<file path="src/rtl/morse_key_decoder.sv">
`default_nettype none
// ============================================================================
// Module   : morse_key_decoder
// Brief    : Debounces a telegraph key and three buttons, times key presses
//            against a Morse unit and emits decoded ASCII plus LCD commands.
//            Define MORSE_PUNCT_EN for a 6-symbol buffer with . , ? decodes.
// Revision : 1.0  initial release
// ============================================================================
module morse_key_decoder #(
    parameter int UNIT_CYC     = 100000,
    parameter int DEBOUNCE_CYC = 5000
) (
    input  logic       clk,
    input  logic       rst_n,
    input  logic       key_in,
    input  logic       btn_row_in,
    input  logic       btn_transfer_in,
    input  logic       btn_clear_in,
    output logic [7:0] char_out,
    output logic       char_valid,
    output logic       char_to_row2,
    output logic       transfer_to_row1,
    output logic       clear_out
);

`ifdef MORSE_PUNCT_EN
    localparam int c_MAX_LEN = 6;
`else
    localparam int c_MAX_LEN = 5;
`endif
    localparam int                c_DB_W        = (DEBOUNCE_CYC > 1) ? $clog2(DEBOUNCE_CYC + 1) : 1;
    localparam logic [c_DB_W-1:0] c_DB_LAST     = c_DB_W'(DEBOUNCE_CYC - 1);
    localparam logic [19:0]       c_DOT_LIMIT   = 20'(2 * UNIT_CYC);
    localparam logic [19:0]       c_LETTER_LAST = 20'(3 * UNIT_CYC - 1);
    localparam logic [19:0]       c_WORD_LAST   = 20'(7 * UNIT_CYC - 1);
    localparam logic [2:0]        c_LEN_FULL    = 3'(c_MAX_LEN);
    localparam logic [7:0]        c_SPACE       = 8'h20;
    localparam logic [7:0]        c_STAR        = 8'h2A;

    typedef enum logic [2:0] {
        S_IDLE  = 3'd0,
        S_PRESS = 3'd1,
        S_GAP   = 3'd2,
        S_EMIT  = 3'd3,
        S_WORD  = 3'd4,
        S_SPACE = 3'd5
    } state_t;

    // ------------------------------------------------------------------
    // Input conditioning: bit 0 key, 1 row, 2 transfer, 3 clear
    // ------------------------------------------------------------------
    logic [3:0] w_raw;
    logic [3:0] w_deb;
    logic [3:0] r_deb_d;
    logic [3:0] w_rise;

    assign w_raw = {btn_clear_in, btn_transfer_in, btn_row_in, key_in};

    generate
        for (genvar i = 0; i < 4; i++) begin : g_cond
            logic [1:0]        r_sync;
            logic [c_DB_W-1:0] r_cnt;
            logic              r_level;

            always_ff @(posedge clk or negedge rst_n) begin
                if (!rst_n) begin
                    r_sync  <= 2'b00;
                    r_cnt   <= '0;
                    r_level <= 1'b0;
                end else begin
                    r_sync <= {r_sync[0], w_raw[i]};
                    // Any bounce back to the accepted level restarts the stability window.
                    if (r_sync[1] == r_level) begin
                        r_cnt <= '0;
                    end else if (r_cnt == c_DB_LAST) begin
                        r_level <= r_sync[1];
                        r_cnt   <= '0;
                    end else begin
                        r_cnt <= r_cnt + 1'b1;
                    end
                end
            end

            assign w_deb[i] = r_level;
        end
    endgenerate

    always_ff @(posedge clk or negedge rst_n) begin
        if (!rst_n) r_deb_d <= 4'b0000;
        else        r_deb_d <= w_deb;
    end

    assign w_rise = w_deb & ~r_deb_d;

    logic w_key_rise, w_key_fall, w_row_rise, w_tr_rise, w_clr_rise;
    assign w_key_rise = w_rise[0];
    assign w_key_fall = ~w_deb[0] & r_deb_d[0];
    assign w_row_rise = w_rise[1];
    assign w_tr_rise  = w_rise[2];
    assign w_clr_rise = w_rise[3];

    // ------------------------------------------------------------------
    // Press / release duration, restarted on every key edge
    // ------------------------------------------------------------------
    logic [19:0] r_dur;

    always_ff @(posedge clk or negedge rst_n) begin
        if (!rst_n)                       r_dur <= '0;
        else if (w_key_rise | w_key_fall) r_dur <= '0;
        else if (r_dur != '1)             r_dur <= r_dur + 20'd1;
    end

    // ------------------------------------------------------------------
    // Symbol buffer and decode; symbols shift in at the LSB
    // ------------------------------------------------------------------
    logic [2:0] r_len;
    logic [5:0] r_bits;
    logic       r_ovf;
    logic       w_is_dash;
    logic [7:0] w_decoded;

    function automatic logic [7:0] f_decode(input logic [2:0] len, input logic [5:0] bits);
        logic [7:0] ch;
        case ({len, bits})
            {3'd2, 6'b000001}: ch = 8'h41; // A
            {3'd4, 6'b001000}: ch = 8'h42; // B
            {3'd4, 6'b001010}: ch = 8'h43; // C
            {3'd3, 6'b000100}: ch = 8'h44; // D
            {3'd1, 6'b000000}: ch = 8'h45; // E
            {3'd4, 6'b000010}: ch = 8'h46; // F
            {3'd3, 6'b000110}: ch = 8'h47; // G
            {3'd4, 6'b000000}: ch = 8'h48; // H
            {3'd2, 6'b000000}: ch = 8'h49; // I
            {3'd4, 6'b000111}: ch = 8'h4A; // J
            {3'd3, 6'b000101}: ch = 8'h4B; // K
            {3'd4, 6'b000100}: ch = 8'h4C; // L
            {3'd2, 6'b000011}: ch = 8'h4D; // M
            {3'd2, 6'b000010}: ch = 8'h4E; // N
            {3'd3, 6'b000111}: ch = 8'h4F; // O
            {3'd4, 6'b000110}: ch = 8'h50; // P
            {3'd4, 6'b001101}: ch = 8'h51; // Q
            {3'd3, 6'b000010}: ch = 8'h52; // R
            {3'd3, 6'b000000}: ch = 8'h53; // S
            {3'd1, 6'b000001}: ch = 8'h54; // T
            {3'd3, 6'b000001}: ch = 8'h55; // U
            {3'd4, 6'b000001}: ch = 8'h56; // V
            {3'd3, 6'b000011}: ch = 8'h57; // W
            {3'd4, 6'b001001}: ch = 8'h58; // X
            {3'd4, 6'b001011}: ch = 8'h59; // Y
            {3'd4, 6'b001100}: ch = 8'h5A; // Z
            {3'd5, 6'b011111}: ch = 8'h30;
            {3'd5, 6'b001111}: ch = 8'h31;
            {3'd5, 6'b000111}: ch = 8'h32;
            {3'd5, 6'b000011}: ch = 8'h33;
            {3'd5, 6'b000001}: ch = 8'h34;
            {3'd5, 6'b000000}: ch = 8'h35;
            {3'd5, 6'b010000}: ch = 8'h36;
            {3'd5, 6'b011000}: ch = 8'h37;
            {3'd5, 6'b011100}: ch = 8'h38;
            {3'd5, 6'b011110}: ch = 8'h39;
`ifdef MORSE_PUNCT_EN
            {3'd6, 6'b010101}: ch = 8'h2E;
            {3'd6, 6'b110011}: ch = 8'h2C;
            {3'd6, 6'b001100}: ch = 8'h3F;
`endif
            default:           ch = c_STAR;
        endcase
        return ch;
    endfunction

    assign w_is_dash = (r_dur >= c_DOT_LIMIT);
    assign w_decoded = r_ovf ? c_STAR : f_decode(r_len, r_bits);

    // ------------------------------------------------------------------
    // Control FSM
    // ------------------------------------------------------------------
    state_t     r_state, w_state_nxt;
    logic       w_fire;
    logic [7:0] w_fire_char;
    logic       w_buf_clr;
    logic       w_append;

    always_ff @(posedge clk or negedge rst_n) begin
        if (!rst_n) r_state <= S_IDLE;
        else        r_state <= w_state_nxt;
    end

    always_comb begin
        w_state_nxt = r_state;
        w_fire      = 1'b0;
        w_fire_char = c_SPACE;
        w_buf_clr   = 1'b0;
        w_append    = 1'b0;
        case (r_state)
            S_IDLE: begin
                if (w_key_rise) w_state_nxt = S_PRESS;
            end
            S_PRESS: begin
                if (w_key_fall) begin
                    w_append    = 1'b1;
                    w_state_nxt = S_GAP;
                end
            end
            // Leaving one count early puts char_valid right after the count hits 3 units.
            S_GAP: begin
                if (w_key_rise)                  w_state_nxt = S_PRESS;
                else if (r_dur == c_LETTER_LAST) w_state_nxt = S_EMIT;
            end
            S_EMIT: begin
                if (!w_tr_rise) begin
                    w_fire      = 1'b1;
                    w_fire_char = w_decoded;
                    w_buf_clr   = 1'b1;
                    w_state_nxt = w_key_rise ? S_PRESS : S_WORD;
                end
            end
            S_WORD: begin
                if (w_key_rise)                w_state_nxt = S_PRESS;
                else if (r_dur == c_WORD_LAST) w_state_nxt = S_SPACE;
            end
            S_SPACE: begin
                if (!w_tr_rise) begin
                    w_fire      = 1'b1;
                    w_fire_char = c_SPACE;
                    w_state_nxt = w_key_rise ? S_PRESS : S_IDLE;
                end
            end
            default: w_state_nxt = S_IDLE;
        endcase
        if (w_clr_rise) begin
            w_state_nxt = S_IDLE;
            w_fire      = 1'b0;
            w_buf_clr   = 1'b1;
            w_append    = 1'b0;
        end
    end

    always_ff @(posedge clk or negedge rst_n) begin
        if (!rst_n) begin
            r_len  <= 3'd0;
            r_bits <= 6'd0;
            r_ovf  <= 1'b0;
        end else if (w_buf_clr) begin
            r_len  <= 3'd0;
            r_bits <= 6'd0;
            r_ovf  <= 1'b0;
        end else if (w_append) begin
            if (r_len == c_LEN_FULL) begin
                r_ovf <= 1'b1;
            end else begin
                r_bits <= {r_bits[4:0], w_is_dash};
                r_len  <= r_len + 3'd1;
            end
        end
    end

    // ------------------------------------------------------------------
    // Registered outputs
    // ------------------------------------------------------------------
    logic [7:0] r_char_out;
    logic       r_char_valid, r_row2, r_transfer, r_clear;

    always_ff @(posedge clk or negedge rst_n) begin
        if (!rst_n) begin
            r_char_out   <= c_SPACE;
            r_char_valid <= 1'b0;
            r_row2       <= 1'b0;
            r_transfer   <= 1'b0;
            r_clear      <= 1'b0;
        end else begin
            r_char_valid <= w_fire;
            r_transfer   <= w_tr_rise & ~w_clr_rise;
            r_clear      <= w_clr_rise;
            if (w_fire) r_char_out <= w_fire_char;
            if (w_clr_rise)      r_row2 <= 1'b0;
            else if (w_tr_rise)  r_row2 <= 1'b1;
            else if (w_row_rise) r_row2 <= ~r_row2;
        end
    end

    assign char_out         = r_char_out;
    assign char_valid       = r_char_valid;
    assign char_to_row2     = r_row2;
    assign transfer_to_row1 = r_transfer;
    assign clear_out        = r_clear;

endmodule
`default_nettype wire

</file>
<file path="config.mk">
export PLATFORM = sky130hd
export DESIGN_NAME = morse_key_decoder
export DESIGN_NICKNAME = d
export VERILOG_FILES = /design/src/rtl/morse_key_decoder.sv
export SDC_FILE = /design/constraint.sdc
export NUM_CORES = 1
export LEC_CHECK = 0
export CORE_MARGIN = 2
export CORE_UTILIZATION = 60
export DETAILED_ROUTE_END_ITERATION = 12
export PLACE_DENSITY_LB_ADDON = 0.1
export SYNTH_ARGS = -nofsm -noshare
export SYNTH_HDL_FRONTEND = slang
export SYNTH_SLANG_ARGS = --single-unit
export TNS_END_PERCENT = 30
</file>
<file path="constraint.sdc">
create_clock -name clk -period 2.58 [get_ports clk]
set_input_delay 0.516 -clock clk [delete_from_list [all_inputs] [get_ports clk]]
set_output_delay 0.516 -clock clk [all_outputs]
set_load 0.02 [all_outputs]
</file>
; Word-level counts from Yosys, hierarchy flattened
; Cells that the tools add are included.
[totals]
in_bits = 6
regBits = 113
elab_cells = 161
[op_classes]
bitwise = 12
reduce_logical = 13
add_sub_neg = 6
n_eq_ne = 60
n_mux = 46
order_cmp = 1
[op_table]
columns = op, n
row1 = 7-bit one-hot mux with 36 select lines, 1
row2 = 9-bit equality test (second input constant), 22
row3 = 9-bit by 8-bit equality test with 1-bit output (second input constant), 12
row4 = 13-bit 2-to-1 mux, 8
row5 = 13-bit by 1-bit adder with 13-bit output (second input constant), 4
row6 = 13-bit equality test (second input constant), 4
row7 = 20-bit 2-to-1 mux, 2
row8 = 3-bit 2-to-1 mux, 13
row9 = 8-bit 2-to-1 mux, 3
row10 = 20-bit by 1-bit adder with 20-bit output (second input constant), 1
row11 = 20-bit by 19-bit equality test with 1-bit output (second input constant), 1
row12 = 20-bit equality test (second input constant), 1
row13 = 20-bit by 18-bit >= comparator with 1-bit output (second input constant), 1
row14 = 20-bit inequality test (second input constant), 1
row15 = 9-bit by 7-bit equality test with 1-bit output (second input constant), 2
row16 = 6-bit 2-to-1 mux, 3
row17 = 3-bit one-hot mux with 6 select lines, 1
row18 = 1-bit 2-to-1 mux, 15
row19 = 3-bit inequality test (second input constant), 4
row20 = 2-bit AND reduction, 6
row21 = 3-bit equality test (second input constant), 3
row22 = 4-bit inequality test (second input constant), 2
row23 = 1-bit NOT, 7
row24 = 3-bit by 2-bit equality test with 1-bit output (second input constant), 2
row25 = other kinds (13), 19

; Logic depth before layout (Yosys ltp)
; Gate-level depths: netlist (run 1).
[logic_depth]
word_depth = 7
mapped_depth = 9
depth_no_buf = 8

; Worst setup path after synthesis (run 1)
; OpenSTA, ideal clock, no wires.
[synth_path]
path_type = reg2reg
startpoint = register r_bits[3]
endpoint = register r_char_out[3], in the netlist char_out[3]
path_buffers = 2
path_slack_ns = 0.312
t_arrival_ns = 2.142
synth_period_minus_slack_ns = 2.268
stages_incl_launch_ff = 9
cell_sequence = dfrtp_1 buf_6 or3_4 buf_6 or4b_4 a21oi_2 nor4_1 and3_1 a221o_1
[synth_between]
elab_chain_len = 5
elab_cells_between_ends = 40
[synth_rtl]
columns = item, line_no
row1 = from (decl), 117  ; logic [5:0] r_bits;
row2 = from (signal assigned), 251  ; r_bits <= {r_bits[4:0], w_is_dash};
row3 = "9-bit equality test, or another cell as far along", 124  ; case ({len, bits})
row4 = 7-bit one-hot mux with 36 select lines *, 124
row5 = 8-bit 2-to-1 mux *, 172  ; assign w_decoded = r_ovf ? c_STAR : f_decode(r_len, r_bits);
row6 = 8-bit 2-to-1 mux *, 210  ; if (!w_tr_rise) begin
row7 = 8-bit 2-to-1 mux *, -
row8 = to (signal assigned), 265  ; r_char_out <= c_SPACE;
row9 = to (signal assigned), 274  ; if (w_fire) r_char_out <= w_fire_char;
row10 = to (decl), 260  ; logic [7:0] r_char_out;
; Mark *: on every way between the ends. The rest lies on a longest branch, timed or not.
; A chain may end at the register's enable or synchronous reset.

; Worst setup path in the final report (run 1)
[layout_path]
startpoint = register r_len[0]
endpoint = register r_char_out[3], in the netlist char_out[3]
[layout_between]
elab_chain_len = 5
elab_cells_between_ends = 40
[layout_rtl]
columns = item, line_no
row1 = from (decl), 116  ; logic [2:0] r_len;
row2 = from (signal assigned), 252  ; r_len <= r_len + 3'd1;
row3 = "9-bit equality test, or another cell as far along", 124
row4 = 7-bit one-hot mux with 36 select lines *, 124
row5 = 8-bit 2-to-1 mux *, 172
row6 = 8-bit 2-to-1 mux *, 210
row7 = 8-bit 2-to-1 mux *, -
; Marked as above.

==> results of run 1 <==
## registers in the layout, indices dropped and copies added, names as in the netlist, 3 cells and up
| register | cells |
|---|---|
| g_cond.r_cnt | 52 |
| r_dur | 20 |
| g_cond.r_sync | 8 |
| char_out | 7 |
| r_bits | 6 |
| g_cond.r_level | 4 |
| r_deb_d | 4 |
| r_len | 3 |
| r_state | 3 |
## power groups by stage
stage                     combinational (µW)  clock (µW)  sequential [µW]
after CTS                               88.8        1030             1790
after global routing                     101        1100             1800
after global placement                  86.0           0             1830
after detailed placement                87.7           0             1830
final                                   84.9        1000             1790
after floorplan                         36.3           0             1820
## layout make-up
| class | count | share of cell area [%] |
|---|---|---|
| multi-input combinational | 463 | 44.9 |
| sequential | 112 | 44.6 |
| clock inverter | 5 | 0.736 |
| tap | 129 | 2.56 |
| timing repair buffer | 27 | 4.02 |
| clock buffer | 11 | 2.25 |
| inverter | 17 | 1.01 |
## routing by layer
layer / vias up / track usage, % / routed length (µm)
met5: - / 0 / 0
met4: 0 / 7.49 / 128
met3: 16 / 4.31 / 464
met2: 119 / 37.2 / 5320
met1: 2177 / 31.4 / 5260
li1: 2182 / - / -
## worst min-delay path by stage
stage,startpoint,to,slack [ns],cells past startpoint
detailed placement,g_cond[0].r_sync[0],g_cond[0].r_sync[1],0.33,0
finish,rst_n,char_out[0],0.19,1
global route,rst_n,g_cond[1].r_cnt[6],0.25,1
CTS,rst_n,g_cond[1].r_cnt[6],0.22,1
floorplan,rst_n,char_out[0],0.22,0
global placement,g_cond[3].r_sync[0],g_cond[3].r_sync[1],0.34,0
## worst max-delay path: stages (launching register included)
cell     delay, ns
dfrtp_1       0.42
inv_1         0.12
ha_1          0.21
nor2b_1       0.25
or4b_4        0.50
a21oi_2       0.17
nor4_1        0.10
and3_1        0.19
a221o_1       0.30
## stage by stage
| stage | power (µW) | setup WS, ns | std cells | util, % | hold WS, ns |
|---|---|---|---|---|---|
| after floorplan | 1860 | 0.312 | 616 | - | 0.220 |
| after global placement | 1910 | 0.306 | 748 | 65.5 | 0.336 |
| after detailed placement | 1910 | 0.246 | 748 | 65.5 | 0.335 |
| after CTS | 2910 | 0.219 | 764 | 67.5 | 0.221 |
| after global routing | 3000 | 0.0336 | 764 | 67.5 | 0.247 |
| final | 2880 | 0.203 | 764 | 67.5 | 0.190 |
## cell families (layout without fill, tap and decap cells)
group / count (synthesis) / after routing / synth area share, %
mux: 9 / 9 / 1.66
fa+ha+maj: 12 / 12 / 2.58
compound gates: 78 / 78 / 8.92
xor+xnor: 63 / 63 / 9.50
other cells: 1 / 1 / 0.0646
buf+inv: 41 / 60 / 3.12
simple gates: 300 / 300 / 25.9
flops: 112 / 112 / 48.3
## cell usage in the layout, fill, tap and decap left out, drive strengths merged, types with 8 or more instances in the layout
master           n
ha              12
nand2b           8
nor2           101
inv             19
o21ai           14
clkdlybuf4s50   15
a21oi           22
xor2            36
clkbuf          11
or3             10
nand3           40
nor3            11
nand2           49
dfrtp          111
nand4           17
buf             12
nor4            13
xnor2           27
and3            14
==> reports/qor.yml, run 1 <==
outcome:
  status: "finished clean"
route:
  ant_nets: 0
  wl_per_cell_um: 14.6
  routed_wl_um: 11200
  drtPass1Iterations: 5
  vias_per_cell: 5.88
  vias: 4494
  drc_errors: 0
  drt-initial-drc-count: 208
floorplan:
  num_rows: 35
  ios: 18
  die_h_um: 102
  die_w_um: 102
  initial_core_util_pct: 62.3
  die-area_mm2: 0.0105
  coreArea_mm2: 0.00933
setup_path:
  ff2ff_path_depth: 8
  crit_start: "r_len[0]"
  cp.arrival_ns: 2.64
  regToRegSetupSlack_ns: 0.20
  endpoint_kind: "flop"
  r2r-end: "char_out[3]"
  cp-endpoint: "char_out[3]"
  reg2reg_from: "r_len[0]"
  worstSetupStartpointType: "flop"
  crit_path_max_fanout: 4
  cp.required_ns: 2.84
  crit_type: "flop to flop"
cts:
  cts.repair.resized: 0
  clockRootBuffer: "clkbuf_8"
  ctsHoldBuffers: 0
  cts_tree: "built"
  cts.htree.levels: 3
  clk_latency_ns: 0.37
  cts_buffer_depth: 2
  post-cts-setup-buffer-count: 0
  clk_pin_slew_ns: 0.11
  cts_sinks: 112
  cts_buffers: 9
timing:
  rsz0062_at_grt: "false"
  finClkSkew_ns: 0.00845
  setup_violations: 0
  min_period_ns: 2.38
  period_share_pct: 92.1
  tns_ns: 0
  drv_slew: 0
  hold_viol: 0
  slew_headroom_pct: 46.6
  fmax_ghz: 0.421
  worst_pin_slew_ns: 0.801
synth:
  synth_nets: 634
  syn_area_mm2: 0.00581
  synthFlopType: "dfrtp_1"
  ys_ff_latch: 112
  synth_area_leaders: "dfrtp_1, nor2_1, xor2_1"
  yosysTopAreaCellShare_pct: 47.8
  synth.most_common_cell: "dfrtp_1"
  yosysWarnings: 0
  synth_edf_count: 0
  yosysSeqAreaShare_pct: 48.3
  synth.avg_cell_area_um2: 9.43
  ys_async_sr_fraction_pct: 100
  synthTopCellsByCount: "dfrtp_1, nor2_1, nand2_1, nand3_1, xor2_1"
  ys_types: 62
  yosysTopAreaCell: "dfrtp_1"
  synthCells: 616
global_routing:
  antenna_found_initial: 0
  grt_start_max_net_pins: 59
  grt_pass1_wl_um: 19400
  track_usage_pct: 22.9
  gr-total-overflow: 0
  first_global_vias: 4336
final_layout:
  final_nets: 648
  seq_area_mm2: 0.00280
  multi_input_area_mm2: 0.00282
  drive_gt1_share_pct: 6.14
  antenna_cells: 0
  final_cell_area_mm2: 0.00629
  nFillCells: 758
  area.growth.synth_to_final_pct: 8.34
power:
  seq_power_share_pct: 62.2
  leakagePower_uw: 0.00272
  pwr-share-clk_pct: 34.8
  switchingPower_uw: 681
  worst_ir_drop_vdd_mv: 0.342
  power.internal_uw: 2200
  powerDensity_mw_per_mm2: 458
  switching_share_pct: 23.7
  combPwrFrac_pct: 2.9
placement:
  gp_congestion: 0.874
  io_buffers: 16
  dp_hpwl_um: 7720
  placed_area_mm2: 0.00611
job:
  max_cap_viol_count: 0
min_path:
  hp-class: "input port to asynchronous set/reset pin"
Power figures use the tool's default switching activity.
==> run 2, diff against run 1 <==
- CORE_UTILIZATION: 60 -> 30
- CTS_BUF_LIST: default -> sky130_fd_sc_hd__clkbuf_4
==> run 2 against run 1 <==
Effect of this change: clock skew is 0.0084 ns higher; worst hold slack better by 0.19 ns; sequential power hardly changed; first-iteration DRC count is 37% higher; non-clock buffer count is 9 higher; maximum frequency is 1.2% higher; flip-flop and latch count stayed put; die area is 95% higher; clock-buffer cell count is 2 lower; sequential share of layout area is 1.5 points lower; total power is 1.8% lower; critical endpoint unchanged; largest cell class unchanged.
==> reports/qor.yml, run 2 (same netlist as run 1, synthesis figures left out) <==
final_layout:
  largest_registers: "g_cond.r_cnt: 52 flops, r_dur: 20 flops, g_cond.r_sync: 8 flops"  # unchanged
  drive_gt1_share_pct: 7.45  # was 6.14%
  largest_reg_flops: 52  # unchanged
  final_cell_area_mm2: 0.00651  # was 0.00629 mm²
  layout_common_cells: "dfrtp_1, nor2_1, nand2_1"  # unchanged
  largest-register: "g_cond.r_cnt"  # unchanged
  area.growth.synth_to_final_pct: 12.0  # was 8.34%
  nFillCells: 1893  # was 758
  final_nets: 657  # was 648
  final_common_cell: "dfrtp_1"  # unchanged
power:
  power.total_uw: 2830  # was 2880 µW
  seq_power_share_pct: 63.5  # was 62.2%
  powerDensity_mw_per_mm2: 434  # was 458 mW/mm²
  leakagePower_uw: 0.00275  # was 0.00272 µW
  switching_share_pct: 24.9  # was 23.7%
  pwr-share-clk_pct: 33.3  # was 34.8%
  switchingPower_uw: 703  # was 681 µW
  combPwrFrac_pct: 3.2  # was 2.9%
  worst_ir_drop_vdd_mv: 0.306  # was 0.342 mV
  power.internal_uw: 2120  # was 2200 µW
setup_path:
  regToRegSetupSlack_ns: 0.23  # was 0.20 ns
  worstSetupStartpointType: "flop"  # unchanged
  cp.arrival_ns: 2.75  # was 2.64 ns
  cp.required_ns: 2.98  # was 2.84 ns
  crit_type: "flop to flop"  # unchanged
  endpoint_kind: "flop"  # unchanged
  crit_path_max_fanout: 21  # was 4
  crit_path_top_delay_cell: "dfrtp_1"  # was or4b_4
  cp_slowest_stage_delay_ns: 0.80  # was 0.50 ns
  crit_chain: "nand2b_1 > o21a_1 > o32ai_1 > nor4_1 > and3_1 > a221o_1"  # was inv_1 > ha_1 > nor2b_1 > or4b_4 > a21oi_2 > nor4_1 > and3_1 > a221o_1
global_routing:
  track_usage_pct: 13.4  # was 22.9%
  grt_pass1_wl_um: 21900  # was 19400 µm
  antenna_found_initial: 2  # was 0
  grt_start_max_net_pins: 46  # was 59
  first_global_vias: 4426  # was 4336
  gr-total-overflow: 0  # unchanged
placement:
  gp_congestion: 0.850  # was 0.874
  dp_slack_ns: 0.309  # was 0.246 ns
  dp_hpwl_um: 9070  # was 7720 µm
  placed_area_mm2: 0.00634  # was 0.00611 mm²
  io_buffers: 16  # unchanged
route:
  vias: 4482  # was 4494
  vias_per_cell: 4.95  # was 5.88
  ant_nets: 0  # unchanged
  drc_errors: 0  # unchanged
  wl_per_cell_um: 14.2  # was 14.6 µm
  routed_wl_um: 12800  # was 11200 µm
  drt-initial-drc-count: 285  # was 208
  drtPass1Iterations: 5  # unchanged
cts:
  clockRootBuffer: "clkbuf_4"  # was clkbuf_8
  clk_pin_slew_ns: 0.18  # was 0.11 ns
  post-cts-setup-buffer-count: 0  # unchanged
  cts_buffer_depth: 2  # unchanged
  cts_tree: "built"  # unchanged
  clk_latency_ns: 0.49  # was 0.37 ns
  cts.htree.levels: 3  # unchanged
  cts_sinks: 112  # unchanged
  cts_buffers: 9  # unchanged
floorplan:
  ios: 18  # unchanged
  coreArea_mm2: 0.0188  # was 0.00933 mm²
  die-area_mm2: 0.0205  # was 0.0105 mm²
  initial_core_util_pct: 30.9  # was 62.3%
  num_rows: 50  # was 35
  die_h_um: 143  # was 102 µm
  die_w_um: 143  # was 102 µm
outcome:
  status: "finished clean"  # unchanged
timing:
  hold_viol: 0  # unchanged
  worst_pin_slew_ns: 0.712  # was 0.801 ns
  setup_violations: 0  # unchanged
  fmax_ghz: 0.426  # was 0.421 GHz
  drv_slew: 0  # unchanged
  finClkSkew_ns: 0.0168  # was 0.00845 ns
  min_period_ns: 2.35  # was 2.38 ns
  tns_ns: 0  # unchanged
  slew_headroom_pct: 51.8  # was 46.6%
  period_share_pct: 91.1  # was 92.1%
  setup_ws_ns: 0.230  # was 0.203 ns
  rsz0062_at_grt: "false"  # unchanged
min_path:
  hp-class: "flop to flop"  # was input port to asynchronous set/reset pin
job:
  max_cap_viol_count: 0  # unchanged
[run 2: cell types whose count changed in the layout (fill, tap and decap cells not counted)]
cell           before  now
diode_2             0    2
clkinvlp_4          0    1
clkbuf_1            1    0
buf_12              1    2
clkbuf_8           10    0
clkinv_4            2    0
bufinv_16           0    1
clkbuf_4            0    9
dlygate4sd3_1       0    1
inv_6               2    4
buf_4              11   18
[run 2: power by group through the flow]
| stage | clock network (µW) | registers [µW] | logic [µW] |
|---|---|---|---|
| 2_1_floorplan | 0 | 1820 | 36.3 |
| 3_3_place_gp | 0 | 1830 | 92.8 |
| 3_5_place_dp | 0 | 1830 | 94.7 |
| 4_1_cts | 1000 | 1800 | 95.9 |
| 5_1_grt | 1090 | 1800 | 108 |
| 6_report | 941 | 1790 | 91.2 |
[run 2: cell type report]
class / count / area, µm² / area share (%)
Clock buffer: 9 / 67.6 / 1.04
Sequential cell: 112 / 2800 / 43.1
Clock inverter: 7 / 83.8 / 1.29
Inverter: 17 / 63.8 / 0.980
Timing Repair Buffer: 36 / 335 / 5.15
Antenna cell: 2 / 5.00 / 0.0769
Multi-Input combinational cell: 463 / 2820 / 43.4
Tap cell: 260 / 325 / 5.00
[run 2: final timing paths]
check,from,endpoint,cells after the start
setup / recovery,r_bits[1],char_out[3],6
hold / removal,g_cond[1].r_sync[0],g_cond[1].r_sync[1],0
setup reg to reg,r_bits[1],char_out[3],6
hold reg to reg,g_cond[1].r_sync[0],g_cond[1].r_sync[1],0
max in group asynchronous,rst_n,char_out[5],3
min in group asynchronous,rst_n,g_cond[0].r_cnt[12],2
[run 2: metal layers]
| layer | GRT usage (%) | vias up | wire, µm |
|---|---|---|---|
| met3 | 3.42 | 25 | 509 |
| li1 | - | 2202 | - |
| met1 | 18.1 | 2172 | 6220 |
| met5 | 0 | - | 0 |
| met2 | 20.8 | 83 | 5860 |
| met4 | 4.59 | 0 | 261 |
[run 2: metrics by stage]
stage / instances / hold slack, ns / utilization, %
3_3_place_gp: 887 / 0.336 / 33.7
4_1_cts: 904 / 0.382 / 34.5
3_5_place_dp: 887 / 0.344 / 33.7
2_1_floorplan: 616 / 0.220 / -
6_report: 906 / 0.378 / 34.6
5_1_grt: 906 / 0.374 / 34.6
[run 2: what timing repair did]
item	4_1_cts	5_1_grt
hold buffers	1	0
hold endpoints to repair	35	0
resized for setup	0	0
[run 2: critical path: cells and delay by family (launching register included)]
family	cells	cell delay, ns
compound gates	3	0.93
flops	1	0.80
simple gates	3	0.53
==> run 3, diff against run 2 <==
- CORE_MARGIN: 2 -> 4
==> run 3 against run 2 <==
Effect of this change: sequential share of layout area rose by 0.38 points; clock power fell by 11%; maximum frequency shrank 0.44%; combinational power is essentially flat; flip-flop and latch count did not move; total power decreased by 3.5%; final area shrank 0.88%; first-iteration DRC count is 8.8% higher; setup slack lost 0.010 ns; non-clock buffer count fell by 4; final cell count is 0.44% lower.
==> reports/qor.yml, run 3 (same netlist as run 1, synthesis figures left out) <==
route:
  ant_nets: 0  # unchanged
  vias_per_cell: 4.91  # was 4.95
  drt-initial-drc-count: 310  # was 285
  drc_errors: 0  # unchanged
  drtPass1Iterations: 6  # was 5
  routed_wl_um: 12700  # was 12800 µm
  wl_per_cell_um: 14.1  # was 14.2 µm
  vias: 4429  # was 4482
power:
  power.internal_uw: 2020  # was 2120 µW
  leakagePower_uw: 0.00272  # was 0.00275 µW
  worst_ir_drop_vdd_mv: 0.241  # was 0.306 mV
  powerDensity_mw_per_mm2: 423  # was 434 mW/mm²
  power.total_uw: 2730  # was 2830 µW
  pwr-share-clk_pct: 30.8  # was 33.3%
  seq_power_share_pct: 65.8  # was 63.5%
  switching_share_pct: 26.0  # was 24.9%
  combPwrFrac_pct: 3.3  # was 3.2%
  switchingPower_uw: 709  # was 703 µW
setup_path:
  ff2ff_path_depth: 8  # was 6
  crit_type: "flop to flop"  # unchanged
  regToRegSetupSlack_ns: 0.22  # was 0.23 ns
  cp.required_ns: 2.97  # was 2.98 ns
  cp_num_buf_inv: 1  # was 0
  crit_chain: "inv_1 > ha_1 > nor2b_2 > or4b_4 > a21oi_2 > nor4_1 > and3_1 > a221o_1"  # was nand2b_1 > o21a_1 > o32ai_1 > nor4_1 > and3_1 > a221o_1
  cp.arrival_ns: 2.75  # about the same
  crit_path_top_delay_cell: "or4b_4"  # was dfrtp_1
  endpoint_kind: "flop"  # unchanged
  path_depth: 8  # was 6
  critPathTopFamily: "simple AND/OR/NAND/NOR gates"  # was compound AO/OA/AOI/OAI gates
  worstSetupStartpointType: "flop"  # unchanged
  cp_slowest_stage_delay_ns: 0.48  # was 0.80 ns
  crit_path_max_fanout: 4  # was 21
final_layout:
  seq_area_mm2: 0.00280  # unchanged
  drive_gt1_share_pct: 6.88  # was 7.45%
  nFillCells: 1998  # was 1893
  largest_reg_flops: 52  # unchanged
  largest-register: "g_cond.r_cnt"  # unchanged
  final_common_cell: "dfrtp_1"  # unchanged
  final_nets: 653  # was 657
  largest_registers: "g_cond.r_cnt: 52 flops, r_dur: 20 flops, g_cond.r_sync: 8 flops"  # unchanged
  fin_cells: 902  # was 906
  area.growth.synth_to_final_pct: 11.0  # was 12.0%
  multi_input_area_mm2: 0.00283  # was 0.00282 mm²
  fin_util_pct: 34.1  # was 34.6%
  layout_common_cells: "dfrtp_1, nor2_1, nand2_1"  # unchanged
timing:
  rsz0062_at_grt: "false"  # unchanged
  finClkSkew_ns: 0.0142  # was 0.0168 ns
  tns_ns: 0  # unchanged
  worst_pin_slew_ns: 0.736  # was 0.712 ns
  setup_violations: 0  # unchanged
  hold_viol: 0  # unchanged
  period_share_pct: 91.5  # was 91.1%
  drv_slew: 0  # unchanged
  slew_headroom_pct: 50.9  # was 51.8%
  fmax_ghz: 0.424  # was 0.426 GHz
  min_period_ns: 2.36  # was 2.35 ns
  setup_ws_ns: 0.220  # was 0.230 ns
global_routing:
  track_usage_pct: 12.5  # was 13.4%
  first_global_vias: 4376  # was 4426
  grt_start_max_net_pins: 46  # unchanged
  antenna_found_initial: 1  # was 2
  gr-total-overflow: 0  # unchanged
  grt_pass1_wl_um: 22300  # was 21900 µm
cts:
  clk_pin_slew_ns: 0.18  # about the same
  cts_tree: "built"  # unchanged
  cts_buffer_depth: 2  # unchanged
  post-cts-setup-buffer-count: 0  # unchanged
  cts_sinks: 112  # unchanged
  clk_latency_ns: 0.48  # was 0.49 ns
  clockRootBuffer: "clkbuf_4"  # unchanged
  cts.htree.levels: 3  # unchanged
  cts_buffers: 9  # unchanged
placement:
  dpl.cell_count: 883  # was 887
  dp_hpwl_um: 8980  # was 9070 µm
  dp_slack_ns: 0.190  # was 0.309 ns
  gp_congestion: 0.875  # was 0.850
  io_buffers: 16  # unchanged
floorplan:
  num_rows: 50  # unchanged
  initial_core_util_pct: 30.7  # was 30.9%
  die_h_um: 147  # was 143 µm
  coreArea_mm2: 0.0189  # was 0.0188 mm²
  die-area_mm2: 0.0217  # was 0.0205 mm²
  ios: 18  # unchanged
  die_w_um: 147  # was 143 µm
min_path:
  holdPathStages: 0  # unchanged
  hp-class: "flop to flop"  # unchanged
job:
  max_cap_viol_count: 0  # unchanged
outcome:
  status: "finished clean"  # unchanged
## run 3: per-stage QoR
stage / area, µm² / hold slack, ns
4_1_cts: 6440 / 0.378
5_1_grt: 6450 / 0.366
3_3_place_gp: 6310 / 0.333
2_1_floorplan: 5810 / 0.220
3_5_place_dp: 6310 / 0.335
6_report: 6450 / 0.367
## run 3: timing repair
item,CTS,global route
hold buffers,1,0
setup endpoints to repair,0,1
resized for setup,0,1
hold endpoints to repair,33,0
## run 3: path summary, 6_finish.rpt
path | from | to
max reg2reg | r_len[0] | char_out[3]
min in group asynchronous | rst_n | g_cond[0].r_cnt[4]
min | g_cond[1].r_sync[0] | g_cond[1].r_sync[1]
min reg2reg | g_cond[1].r_sync[0] | g_cond[1].r_sync[1]
max | r_len[0] | char_out[3]
max in group asynchronous | rst_n | char_out[5]
## run 3: cell type report
class / count / share of cell area [%]
Sequential cell: 112 / 43.5
Inverter: 17 / 0.989
Multi-Input combinational cell: 463 / 43.8
Clock buffer: 9 / 1.05
Timing Repair Buffer: 32 / 4.73
Tap cell: 260 / 5.04
Antenna cell: 2 / 0.0776
Clock inverter: 7 / 0.834
## run 3: power groups by stage
stage	Sequential (µW)	Clock [µW]	Combinational (µW)
CTS	1800	908	96.2
detailed placement	1830	0	94.2
floorplan	1820	0	36.3
global route	1800	976	106
finish	1790	841	91.1
global placement	1830	0	93.5
## run 3: per-layer routing
metal / up-vias / GRT usage (%) / part of all wire, %
met5: - / 0 / 0
met4: 0 / 4.05 / 1.4
met3: 10 / 2.62 / 2.9
met2: 61 / 19.0 / 45
met1: 2158 / 17.7 / 51
li1: 2200 / - / -
